File: src/rtl/uart_tx_arbiter.sv
// rtl/uart_tx_arbiter.sv - round-robin arbiter sharing the UART TX FIFO write port
// Grants are held for a whole message (until req_last) or until MAX_BURST bytes are written.
module uart_tx_arbiter #(
    parameter int N_REQ     = 2,
    parameter int DATA_W    = 8,
    parameter int MAX_BURST = 16
) (
    input  logic                    clk,
    input  logic                    rst_n,
    input  logic [N_REQ-1:0]        req,
    input  logic [N_REQ*DATA_W-1:0] req_data,
    input  logic [N_REQ-1:0]        req_last,
    output logic [N_REQ-1:0]        gnt,
    output logic [N_REQ-1:0]        req_ack,
    output logic                    fifo_w_en,
    output logic [DATA_W-1:0]       fifo_w_data,
    input  logic                    fifo_full,
    output logic                    busy
);

    localparam int IDX_W = (N_REQ > 1) ? $clog2(N_REQ) : 1;

    typedef logic [IDX_W-1:0] idx_t;
    typedef enum logic {IDLE, OWN} state_t;

    state_t           state, state_nxt;
    idx_t             owner, owner_nxt;
    idx_t             last_owner, last_owner_nxt;
    idx_t             pick;
    logic [7:0]       burst_cnt, burst_nxt;
    logic [N_REQ-1:0] gnt_nxt;
    logic             release_now;
    logic [DATA_W-1:0] lane [N_REQ];

    for (genvar i = 0; i < N_REQ; i++) begin : g_lane
        assign lane[i] = req_data[i*DATA_W +: DATA_W];
    end

    assign busy        = (state == OWN);
    assign fifo_w_data = lane[owner];
    assign fifo_w_en   = busy & req[owner] & ~fifo_full;
    assign req_ack     = gnt & {N_REQ{fifo_w_en}};

    // Scan from farthest to nearest so the nearest requester after last_owner wins.
    always_comb begin
        int   c;
        idx_t cand;
        pick = '0;
        c    = 0;
        cand = '0;
        for (int k = N_REQ; k >= 1; k--) begin
            c = int'(last_owner) + k;
            if (c >= N_REQ) c = c - N_REQ;
            cand = idx_t'(c);
            if (req[cand]) pick = cand;
        end
    end

    always_comb begin
        state_nxt      = state;
        owner_nxt      = owner;
        last_owner_nxt = last_owner;
        burst_nxt      = burst_cnt;
        gnt_nxt        = gnt;
        release_now    = 1'b0;
        case (state)
            IDLE: begin
                if (|req) begin
                    state_nxt     = OWN;
                    owner_nxt     = pick;
                    gnt_nxt       = '0;
                    gnt_nxt[pick] = 1'b1;
                    burst_nxt     = 8'd0;
                end
            end
            OWN: begin
                if (!req[owner]) begin
                    release_now = 1'b1;
                end else if (fifo_w_en) begin
                    burst_nxt = burst_cnt + 8'd1;
                    if (req_last[owner] || (burst_cnt + 8'd1 == 8'(MAX_BURST)))
                        release_now = 1'b1;
                end
            end
            default: state_nxt = IDLE;
        endcase
        if (release_now) begin
            state_nxt      = IDLE;
            gnt_nxt        = '0;
            last_owner_nxt = owner;
        end
    end

    always_ff @(posedge clk or negedge rst_n) begin
        if (!rst_n) begin
            state      <= IDLE;
            owner      <= '0;
            last_owner <= idx_t'(N_REQ - 1);
            burst_cnt  <= 8'd0;
            gnt        <= '0;
        end else begin
            state      <= state_nxt;
            owner      <= owner_nxt;
            last_owner <= last_owner_nxt;
            burst_cnt  <= burst_nxt;
            gnt        <= gnt_nxt;
        end
    end

endmodule

File: config.mk
export PLATFORM = sky130hd
export DESIGN_NAME = uart_tx_arbiter
export DESIGN_NICKNAME = d
export VERILOG_FILES = /design/src/rtl/uart_tx_arbiter.sv
export SDC_FILE = /design/constraint.sdc
export NUM_CORES = 1
export LEC_CHECK = 0
export ABC_AREA = 1
export CAP_MARGIN = 20
export CORE_MARGIN = 2
export CORE_UTILIZATION = 44
export DETAILED_ROUTE_END_ITERATION = 10
export PLACE_DENSITY = 0.92
export SETUP_SLACK_MARGIN = 0.15
export SYNTH_ARGS = -nofsm -noshare
export SYNTH_HDL_FRONTEND = slang
export SYNTH_SLANG_ARGS = --single-unit
File: constraint.sdc
create_clock -name clk -period 3.9 [get_ports clk]
set_input_delay 0.585 -clock clk [delete_from_list [all_inputs] [get_ports clk]]
set_output_delay 0.585 -clock clk [all_outputs]
set_load 0.02 [all_outputs]
-- After elaboration in Yosys (flattened, before gate mapping)
Index checks and enable logic that the tools add are counted.
Widths: inputs -> output; s select.
- add/sub/neg operators: 5
- $lt $le $gt $ge: 8
- eq/ne operators: 5
- muxes and demuxes: 31
- bitwise gates (word level): 6
- reductions and logical operators: 7
- operator list (operator ; count):
    $mux 8 ; 6
    $mux 1 ; 20
    $pmux 8 s2 ; 1
    $add 8x1->8 const B ; 1
    $eq 8x5->1 const B ; 1
    $lt 1x2->1 const B ; 4
    $mux 2 ; 3
    $ge 2x2->1 const B ; 2
    $ne 2x1->1 const B ; 2
    $ne 2x2->1 const B ; 2
    $reduce_and 2->1 ; 2
    $add 1x2->3 const B ; 1
    $ge 3x2->1 const B ; 1
    $reduce_and 3->1 ; 1
    $add 1x1->2 const B ; 1
    $and 1x1->1 ; 2
    $and 2x2->2 ; 1
    $not 1->1 ; 2
    $not 1->2 ; 1
    $reduce_bool 2->1 ; 1
    $reduce_or 2->1 ; 1
    $sub 1x1->1 const B ; 2
    $demux 1 s1 ; 1
    $ge 1x1->1 const B ; 1
    other kinds (2) ; 2
- bits in registers: 13
- bits of input ports: 23
- output and inout bits: 14
- logic and storage cells: 67

-- Logic depth before layout (Yosys ltp)
Gate-level depths: netlist (run 1).
- depth after elaboration: 14
- mapped depth: 12
- depth with buffers taken out: 12

-- Worst setup path before layout (run 1)
No wires, ideal clock.
- path type: input to output
- start: in req[0]
- end: out req_ack[0]
- arrival time: 1.178 ns
- required time: 3.315 ns
- setup slack: 2.137 ns
- stages: 4
- path buffers: 0
- cell sequence: inv_1 > o21ai_2 > nand2_1 > nor2_1
- cells in the longest elaborated chain, start to end: 5
- RTL lines (element ; line ; text):
    from (decl) ; 10 ; input logic [N_REQ-1:0] req,
    $mux 1 (implied by the code) (2 in series) ; 41 ; assign fifo_w_en = busy & req[owner] & ~fifo_full;
    $and 1x1->1 (2 in series) ; 41 ;
    $and 2x2->2 ; 42 ; assign req_ack = gnt & {N_REQ{fifo_w_en}};
    to (decl) ; 14 ; output logic [N_REQ-1:0] req_ack,
Every way passes these cells. The select of a mux whose other input is x is not followed.

-- Worst setup path in the final report (run 1)
- start: in req[0]
- end: out fifo_w_en
- cells in the longest elaborated chain, start to end: 4
- RTL lines (element ; line ; text):
    $mux 1 (implied by the code) (2 in series) ; 41 ;
    $and 1x1->1 (2 in series) ; 41 ;
    to (decl) ; 15 ; output logic fifo_w_en,
Every way passes these cells. The select of a mux whose other input is x is not followed.

==> flow_metrics.env, run 1 <==
export IMPL_io_pins=37
export IMPL_hold_depth=2
export IMPL_yosysUniqueCellTypes=24
export IMPL_numCtsBuffers=3
export IMPL_place_area_mm2=0.00121
export IMPL_synth_top_cell_area_share=0.361
export IMPL_drtPass1Iterations=4
export IMPL_multi_input_area_um2=442
export IMPL_synth_edff_count=0
export IMPL_end_kind="primary output"
export IMPL_drt_total_wl_um=2150
export IMPL_clockBufferDepth=2
export IMPL_synth_seq_area_share=0.392
export IMPL_finalSetupViolCount=0
export IMPL_grt_antenna_before_repair=0
export IMPL_max_cap_violations=0
export IMPL_nets=188
export IMPL_start_util=0.477
export IMPL_overflow=0
export IMPL_seqPwrFrac=0.322
export IMPL_min_period_over_period=0.742
export IMPL_p_switching_w=0.000307
export IMPL_grt_pass1_wl_um=3380
export IMPL_postSynth_asyncResetShare=1.00
export IMPL_worstSetupPathType="in2out"
export IMPL_synth_xor_area_frac=0
export IMPL_ctsResizeCount=0
export IMPL_synth_mux_area_frac=0.0120
export IMPL_p_sw_frac=0.448
export IMPL_yosysMostFrequentCell="nand2_1"
export IMPL_synth_warnings=0
export IMPL_drive_above_1_share=0.0859
export IMPL_path_clk_slew_ns=0.08
export IMPL_reg2reg_depth=11
export IMPL_hold_violations=0
export IMPL_diodes=0
export IMPL_die_x_um=47.5
export IMPL_synth_cells=124
export IMPL_min_period_ns=2.89
export IMPL_wl_per_cell_um=11.4
export IMPL_synth_fa_ha_area_frac=0.0150
export IMPL_hpwl_um=1690
export IMPL_cellInternalPower_w=0.000379
export IMPL_area_growth_pct=48.9
export IMPL_die_h_um=47.5
export IMPL_crit_fanout=6
export IMPL_hold_class="reg2reg"
export IMPL_ir_drop_uv=405
export IMPL_slew_headroom=0.616
export IMPL_stdcell_area_mm2=0.00124
export IMPL_cts_hold_buffers=0
export IMPL_synth_area_leaders="dfrtp_1, nand2_1, nor2_1, inv_1, o21ai_0"
export IMPL_status="finished, final reports clean"
export IMPL_port_buffers=36
export IMPL_fin_skew_ns=0.00498
export IMPL_cts_max_level=1
export IMPL_via_count=930
export IMPL_die_area_mm2=0.00225
export IMPL_synth_simple_gate_area_frac=0.411
export IMPL_setup_tns_ns=0
export IMPL_core_area_mm2=0.00175
export IMPL_combPwrFrac=0.553
export IMPL_clockRootBuffer="clkbuf_4"
export IMPL_startpoint_type="primary input"
export IMPL_synth_area_um2=832
export IMPL_synth_fp_nets=148
export IMPL_nFillCells=145
export IMPL_power_density_mw_per_mm2=555
export IMPL_arrival_ns=2.31
export IMPL_drc=0
export IMPL_antenna_left=0
export IMPL_utilization=0.710
export IMPL_ys_ff_latch=13
export IMPL_rsz0062_at_grt="false"
export IMPL_critPathRequiredTime_ns=3.31
export IMPL_track_usage=0.215
export IMPL_synth_compound_area_frac=0.0932
export IMPL_synth_top_family_by_area="simple AND/OR/NAND/NOR gates"
export IMPL_grt_max_degree=14
export IMPL_clock_sinks=13
export IMPL_pwr_share_clk=0.125
export IMPL_num_rows=15
export IMPL_cts_setup_buffers=0
export IMPL_worst_slew_pin_slew_ns=0.575
export IMPL_viasPerCell=4.95
export IMPL_fin_ws_ns=1.01
export IMPL_regArea_um2=327
export IMPL_gp_congestion=0.851
export IMPL_tritoncts="done"
export IMPL_power_leakage_nw=0.583
export IMPL_yosys_top_cells_count="nand2_1, nor2_1, dfrtp_1"
export IMPL_clock_latency_ns=0.28
export IMPL_synth_main_ff_cell="dfrtp_1"
export IMPL_max_freq_mhz=346
export IMPL_place_ws_ns=1.03
export IMPL_final_max_slew_viol_count=0
export IMPL_synth_area_leader_cell="dfrtp_1"
export IMPL_grt_pass1_vias=847
export IMPL_drt_iter0_drc=24
export IMPL_syn_area_per_cell_um2=6.71
flip-flops by register name (all words and copies together), names as in the netlist:
name / cells
burst_cnt: 8
last_owner: 1
gnt: 2
busy: 1
owner: 1
cells in the final DEF (no fill, tap or decap):
master / Yosys / layout
or2_2: 1 / 1
clkinv_1: 1 / 1
clkbuf_4: 0 / 3
mux2i_1: 1 / 1
nor2_2: 1 / 1
clkdlybuf4s50_1: 0 / 36
o31ai_1: 1 / 1
nand4_1: 2 / 2
a32o_1: 1 / 1
ha_1: 1 / 1
nand3_2: 1 / 1
nor3_1: 1 / 1
nand3_1: 6 / 6
dfrtp_1: 12 / 12
o21ai_1: 2 / 2
nand2_2: 2 / 2
inv_2: 3 / 3
dfstp_2: 1 / 1
inv_1: 10 / 10
nand2_1: 53 / 53
o21ai_0: 7 / 7
nor2_4: 1 / 1
o21ai_2: 1 / 1
o22ai_1: 1 / 1
nor2_1: 13 / 13
clkbuf_1: 0 / 1
worst max-delay path, cell delays in order:
cell	delay [ns]
clkdlybuf4s50_1	0.53
inv_1	0.07
o21ai_2	0.16
nand2_1	0.18
inv_2	0.16
clkdlybuf4s50_1	0.62
path summary, 6_finish.rpt:
path	startpoint	end	slack, ns
min in group asynchronous	rst_n	burst_cnt[4]$_DFFE_PN0P_	0.66
max in group asynchronous	rst_n	owner$_DFFE_PN0P_	2.86
max reg2reg	burst_cnt[0]$_DFFE_PN0P_	last_owner$_DFFE_PN1P_	2.28
min reg2reg	last_owner$_DFFE_PN1P_	last_owner$_DFFE_PN1P_	0.50
min	last_owner$_DFFE_PN1P_	last_owner$_DFFE_PN1P_	0.50
max	req[0]	fifo_w_en	1.01
per-layer routing:
metal	global-route usage	vias to the layer above	share of wire
li1	-	469	-
met1	0.281	410	0.46
met2	0.332	43	0.46
met3	0.0642	8	0.068
met4	0.0889	0	0.017
met5	0	-	0
stage by stage:
stage | total power (W) | instances | hold slack [ns]
6_report | 0.000687 | 188 | 0.496
5_1_grt | 0.000735 | 188 | 0.532
4_1_cts | 0.000689 | 188 | 0.499
3_5_place_dp | 0.000602 | 184 | 0.489
3_3_place_gp | 0.000595 | 184 | 0.482
2_1_floorplan | 0.000439 | 124 | 0.289
kinds of logic (layout without fill, tap and decap cells):
logic type               after synthesis  after routing
multiplexers                           1              1
AO/OA/AOI/OAI                         13             13
flip-flops                            13             13
adder cells (fa/ha/maj)                1              1
AND/OR/NAND/NOR                       81             81
buffers and inverters                 15             54
power groups by stage:
stage               clock network (W)  logic [W]  registers (W)
finish                      0.0000858   0.000380       0.000221
global route                0.0000931   0.000415       0.000226
CTS                         0.0000867   0.000382       0.000220
detailed placement                  0   0.000380       0.000222
global placement                    0   0.000374       0.000221
floorplan                           0   0.000219       0.000220
cell type report:
cell class	count	area share
Inverter	14	0.0424
Clock buffer	4	0.0212
Tap cell	25	0.0253
Sequential cell	13	0.264
Multi-Input combinational cell	96	0.357
Timing Repair Buffer	36	0.291
No activity file was read; power rests on OpenSTA's default activity.
==> run 2: changes to the inputs <==
--- a/config.mk
+++ b/config.mk
@@ -8,9 +8,9 @@
 export ABC_AREA = 1
 export CAP_MARGIN = 20
 export CORE_MARGIN = 2
-export CORE_UTILIZATION = 44
+export CORE_UTILIZATION = 37
 export DETAILED_ROUTE_END_ITERATION = 10
-export PLACE_DENSITY = 0.92
+export PLACE_DENSITY = 0.83
 export SETUP_SLACK_MARGIN = 0.15
 export SYNTH_ARGS = -nofsm -noshare
 export SYNTH_HDL_FRONTEND = slang
==> constraint.sdc (replaced) <==
create_clock -name clk -period 2.52 [get_ports clk]
set_input_delay 0.378 -clock clk [delete_from_list [all_inputs] [get_ports clk]]
set_output_delay 0.378 -clock clk [all_outputs]
set_load 0.02 [all_outputs]
==> flow_metrics.env, run 2 (synthesis gave the netlist of run 1 again) <==
export IMPL_reg2reg_depth=12
export IMPL_grt_pass1_vias=907
export IMPL_numCtsBuffers=3
export IMPL_overflow=0
export IMPL_tritoncts="done"
export IMPL_path_clk_slew_ns=0.08
export IMPL_fin_skew_ns=0.00461
export IMPL_cts_setup_buffers=0
export IMPL_fin_ws_ns=0.336
export IMPL_start_util=0.384
export IMPL_drtPass1Iterations=4
export IMPL_hold_violations=0
export IMPL_drc=0
export IMPL_setup_tns_ns=0
export IMPL_critPathRequiredTime_ns=2.14
export IMPL_crit_chain="clkdlybuf4s50_1 > inv_1 > o21ai_2 > nand2_1 > inv_2 > dlygate4sd2_1"
export IMPL_rsz0062_at_grt="false"
export IMPL_crit_fanout=6
export IMPL_startpoint_type="primary input"
export IMPL_end_kind="primary output"
export IMPL_regArea_um2=328
export IMPL_cts_max_level=1
export IMPL_max_cap_violations=0
export IMPL_r2r_slack_ns=0.94
export IMPL_clockRootBuffer="clkbuf_4"
export IMPL_ir_drop_uv=493
export IMPL_status="finished, final reports clean"
export IMPL_drive_above_1_share=0.0982
export IMPL_io_pins=37
export IMPL_final_max_slew_viol_count=0
export IMPL_max_freq_mhz=458
export IMPL_largest_reg_flops=8
export IMPL_utilization=0.573
export IMPL_grt_pass1_wl_um=3590
export IMPL_port_buffers=36
export IMPL_core_area_mm2=0.00217
export IMPL_diodes=0
export IMPL_hpwl_um=1740
export IMPL_viasPerCell=4.84
export IMPL_grt_max_degree=14
export IMPL_arrival_ns=1.81
export IMPL_reg_top3="burst_cnt (8), gnt (2)"
export IMPL_die_area_mm2=0.00264
export IMPL_nets=188
export IMPL_finalSetupViolCount=0
export IMPL_clock_latency_ns=0.28
export IMPL_die_h_um=51.4
export IMPL_rr_endpoint="last_owner$_DFFE_PN1P_"
export IMPL_via_count=925
export IMPL_nFillCells=212
export IMPL_place_ws_ns=0.0726
export IMPL_crit_slowest_cell="clkdlybuf4s50_1"
export IMPL_rr_startpoint="burst_cnt[0]$_DFFE_PN0P_"
export IMPL_die_x_um=51.4
export IMPL_clockBufferDepth=2
export IMPL_min_period_ns=2.18
export IMPL_min_period_over_period=0.867
export IMPL_power_density_mw_per_mm2=851
export IMPL_worstSetupPathType="in2out"
export IMPL_regMostFlops="burst_cnt"
export IMPL_num_rows=17
export IMPL_wl_per_cell_um=11.1
export IMPL_layout_common_cells="nand2_1, clkdlybuf4s50_1, nor2_1"
export IMPL_clock_sinks=13
export IMPL_mostFrequentLayoutCell="nand2_1"
export IMPL_antenna_left=0
export IMPL_slew_headroom=0.586
export IMPL_grt_antenna_before_repair=0
export IMPL_area_growth_pct=49.5
export IMPL_gp_congestion=0.744
export IMPL_multi_input_area_um2=442
export IMPL_track_usage=0.180
export IMPL_hold_class="in2async"
export IMPL_drt_iter0_drc=5
export IMPL_drt_total_wl_um=2130
export IMPL_cp_slowest_stage_delay_ns=0.52
export IMPL_worst_slew_pin_slew_ns=0.619
export IMPL_cts_hold_buffers=0
export IMPL_power_leakage_nw=0.594
-- run 2: changes by cell type in the layout (fill, tap and decap cells not counted) --
cell             delta
dfrtp_1             -1
clkinvlp_4          +1
dfrtp_2             +1
dlygate4sd2_1       +3
clkdlybuf4s50_1     -3
clkinv_1            -1
-- run 2: critical path, delay by kind of cell --
kind	cells	cell delay (ns)
AND/OR/NAND/NOR	1	0.19
buffers and inverters	4	1.07
AO/OA/AOI/OAI	1	0.15
-- run 2: how the worst max path moves through the flow --
stage | from | to | slack, ns | depth (start not counted)
floorplan | busy$_DFF_PN0_ | req_ack[0] | 1.01 | 4
global placement | req[0] | fifo_w_en | 0.13 | 6
detailed placement | req[0] | fifo_w_en | 0.07 | 6
CTS | owner$_DFFE_PN0P_ | fifo_w_data[3] | 0.18 | 4
global route | req[0] | fifo_w_en | 0.24 | 6
finish | req[0] | fifo_w_en | 0.34 | 6
-- run 2: timing repair --
action                     CTS  global route
gates cloned                 0             0
pin swaps                    0             0
setup endpoints to repair    3             8
resized for setup            3             2
-- run 2: layout make-up --
cell class	count	share of cell area
Multi-Input combinational cell	96	0.355
Timing Repair Buffer	36	0.287
Sequential cell	13	0.264
Inverter	14	0.0453
Tap cell	28	0.0282
Clock buffer	4	0.0211
-- run 2: routing by layer --
metal | vias to the layer above | wire length, µm | GRT usage
met5 | - | 0 | 0
met4 | 0 | 33 | 0.0746
met3 | 5 | 156 | 0.0439
met2 | 34 | 1110 | 0.344
met1 | 419 | 821 | 0.182
li1 | 467 | - | -
-- run 2: through the flow --
| stage | hold slack (ns) | area (µm²) | power [W] | cells |
|---|---|---|---|---|
| 2_1_floorplan | 0.0824 | 832 | 0.000680 | 124 |
| 6_report | 0.478 | 1240 | 0.00106 | 191 |
| 3_3_place_gp | 0.481 | 1220 | 0.000920 | 187 |
| 4_1_cts | 0.496 | 1240 | 0.00106 | 191 |
| 3_5_place_dp | 0.485 | 1220 | 0.000931 | 187 |
| 5_1_grt | 0.523 | 1240 | 0.00114 | 191 |
-- run 2: report_power, final --
part           switching (W)  internal [W]
logic               0.000325      0.000257
registers          0.0000769      0.000268
clock network      0.0000701     0.0000615
==> run 3: changes to the inputs <==
--- a/config.mk
+++ b/config.mk
@@ -11,6 +11,7 @@
 export CORE_UTILIZATION = 37
 export DETAILED_ROUTE_END_ITERATION = 10
 export PLACE_DENSITY = 0.83
+export RECOVER_POWER = 25
 export SETUP_SLACK_MARGIN = 0.15
 export SYNTH_ARGS = -nofsm -noshare
 export SYNTH_HDL_FRONTEND = slang
==> flow_metrics.env, run 3 (synthesis gave the netlist of run 1 again) <==
export IMPL_clock_sinks=13
export IMPL_mostFrequentLayoutCell="nand2_1"
export IMPL_m1WireLength_um=821
export IMPL_worstSetupPathType="in2out"
export IMPL_grt_max_degree=14
export IMPL_viasPerCell=4.84
export IMPL_crit_fanout=6
export IMPL_r2r_slack_ns=0.94
export IMPL_port_buffers=36
export IMPL_totalPowerFinal_w=0.00106
export IMPL_layout_common_cells="nand2_1, clkdlybuf4s50_1, nor2_1"
export IMPL_cts_max_level=1
export IMPL_track_usage=0.180
export IMPL_hold_class="reg2reg"
export IMPL_rr_endpoint="last_owner$_DFFE_PN1P_"
export IMPL_crit_slowest_cell="clkdlybuf4s50_1"
export IMPL_rsz0062_at_grt="false"
export IMPL_cts_hold_buffers=0
export IMPL_drtPass1Iterations=4
export IMPL_min_period_ns=2.18
export IMPL_hpwl_um=1740
export IMPL_num_rows=17
export IMPL_largest_reg_flops=8
export IMPL_nets=188
export IMPL_drt_iter0_drc=5
export IMPL_hold_violations=0
export IMPL_startpoint_type="primary input"
export IMPL_max_freq_mhz=458
export IMPL_min_to="last_owner$_DFFE_PN1P_"
export IMPL_clock_latency_ns=0.28
export IMPL_tritoncts="done"
export IMPL_end_kind="primary output"
export IMPL_min_from="last_owner$_DFFE_PN1P_"
export IMPL_diodes=0
export IMPL_die_h_um=51.4
export IMPL_gp_congestion=0.744
export IMPL_grt_pass1_wl_um=3590
export IMPL_critPathRequiredTime_ns=2.14
export IMPL_start_util=0.384
export IMPL_instances_no_fill=191
export IMPL_die_area_mm2=0.00264
export IMPL_core_area_mm2=0.00217
export IMPL_reg2reg_depth=12
export IMPL_reg_top3="burst_cnt (8), gnt (2)"
export IMPL_met2_length_um=1110
export IMPL_wl_per_cell_um=11.1
export IMPL_drive_above_1_share=0.0982
export IMPL_drt_total_wl_um=2120
export IMPL_area_growth_pct=49.5
export IMPL_setup_tns_ns=0
export IMPL_hold_depth=2
export IMPL_clockRootBuffer="clkbuf_4"
export IMPL_path_clk_slew_ns=0.08
export IMPL_min_period_over_period=0.867
export IMPL_arrival_ns=1.81
export IMPL_clockBufferDepth=2
export IMPL_numCtsBuffers=3
export IMPL_ir_drop_uv=493
export IMPL_die_x_um=51.4
export IMPL_placed_cells=187
export IMPL_overflow=0
export IMPL_regMostFlops="burst_cnt"
export IMPL_grt_antenna_before_repair=0
export IMPL_drc=0
export IMPL_io_pins=37
export IMPL_fin_skew_ns=0.00461
export IMPL_via_count=925
export IMPL_final_max_slew_viol_count=0
export IMPL_rr_startpoint="burst_cnt[0]$_DFFE_PN0P_"
export IMPL_cp_slowest_stage_delay_ns=0.52
export IMPL_max_cap_violations=0
export IMPL_slew_headroom=0.582
export IMPL_power_density_mw_per_mm2=851
export IMPL_finalSetupViolCount=0
export IMPL_wl_met3_um=156
export IMPL_status="finished, final reports clean"
export IMPL_worst_slew_pin_slew_ns=0.625
export IMPL_antenna_left=0
export IMPL_grt_pass1_vias=907
export IMPL_power_leakage_nw=0.594
export IMPL_crit_chain="clkdlybuf4s50_1 > inv_1 > o21ai_2 > nand2_1 > inv_2 > dlygate4sd2_1"
export IMPL_topRoutingLayerUsed="met4"
[run 3: metrics by stage]
stage / hold slack (ns) / util / area, µm² / setup WS [ns]
6_report: 0.495 / 0.573 / 1240 / 0.336
5_1_grt: 0.531 / 0.573 / 1240 / 0.243
4_1_cts: 0.496 / 0.571 / 1240 / 0.180
3_5_place_dp: 0.485 / 0.561 / 1220 / 0.0726
3_3_place_gp: 0.481 / 0.561 / 1220 / 0.127
2_1_floorplan: 0.0824 / - / 832 / 1.01
[run 3: area by class of cell]
cell class	instances	area [µm²]
clock buffers	4	26.3
well taps	28	35.0
repair buffers	36	357
inverters	14	56.3
flip-flops and latches	13	328
fillers	212	926
multi-input cells	96	442
[run 3: routing by layer]
layer / global-route usage / vias to the layer above
met5: 0 / -
met4: 0.0746 / 0
met3: 0.0439 / 5
met2: 0.344 / 34
met1: 0.182 / 419
li1: - / 467
[run 3: where the power goes]
part | internal (W) | switching (W) | total [W]
combinational | 0.000257 | 0.000325 | 0.000582
sequential | 0.000268 | 0.0000769 | 0.000345
clock | 0.0000615 | 0.0000701 | 0.000132
[run 3: how the worst max path moves through the flow]
stage                           start             end  slack (ns)  cells after the start
floorplan              busy$_DFF_PN0_      req_ack[0]        1.01                      4
global placement               req[0]       fifo_w_en        0.13                      6
detailed placement             req[0]       fifo_w_en        0.07                      6
CTS                 owner$_DFFE_PN0P_  fifo_w_data[3]        0.18                      4
global route                   req[0]       fifo_w_en        0.24                      6
finish                         req[0]       fifo_w_en        0.34                      6
[run 3: critical path: cells and delay by family]
kind / cells / cell delay (ns)
AO/OA/AOI/OAI: 1 / 0.15
buffers and inverters: 4 / 1.07
AND/OR/NAND/NOR: 1 / 0.19
[run 3: timing repair]
item / in CTS / in global routing
resized for setup: 3 / 2
hold endpoints to repair: 0 / 0
setup endpoints to repair: 3 / 8
setup buffers: 0 / 0
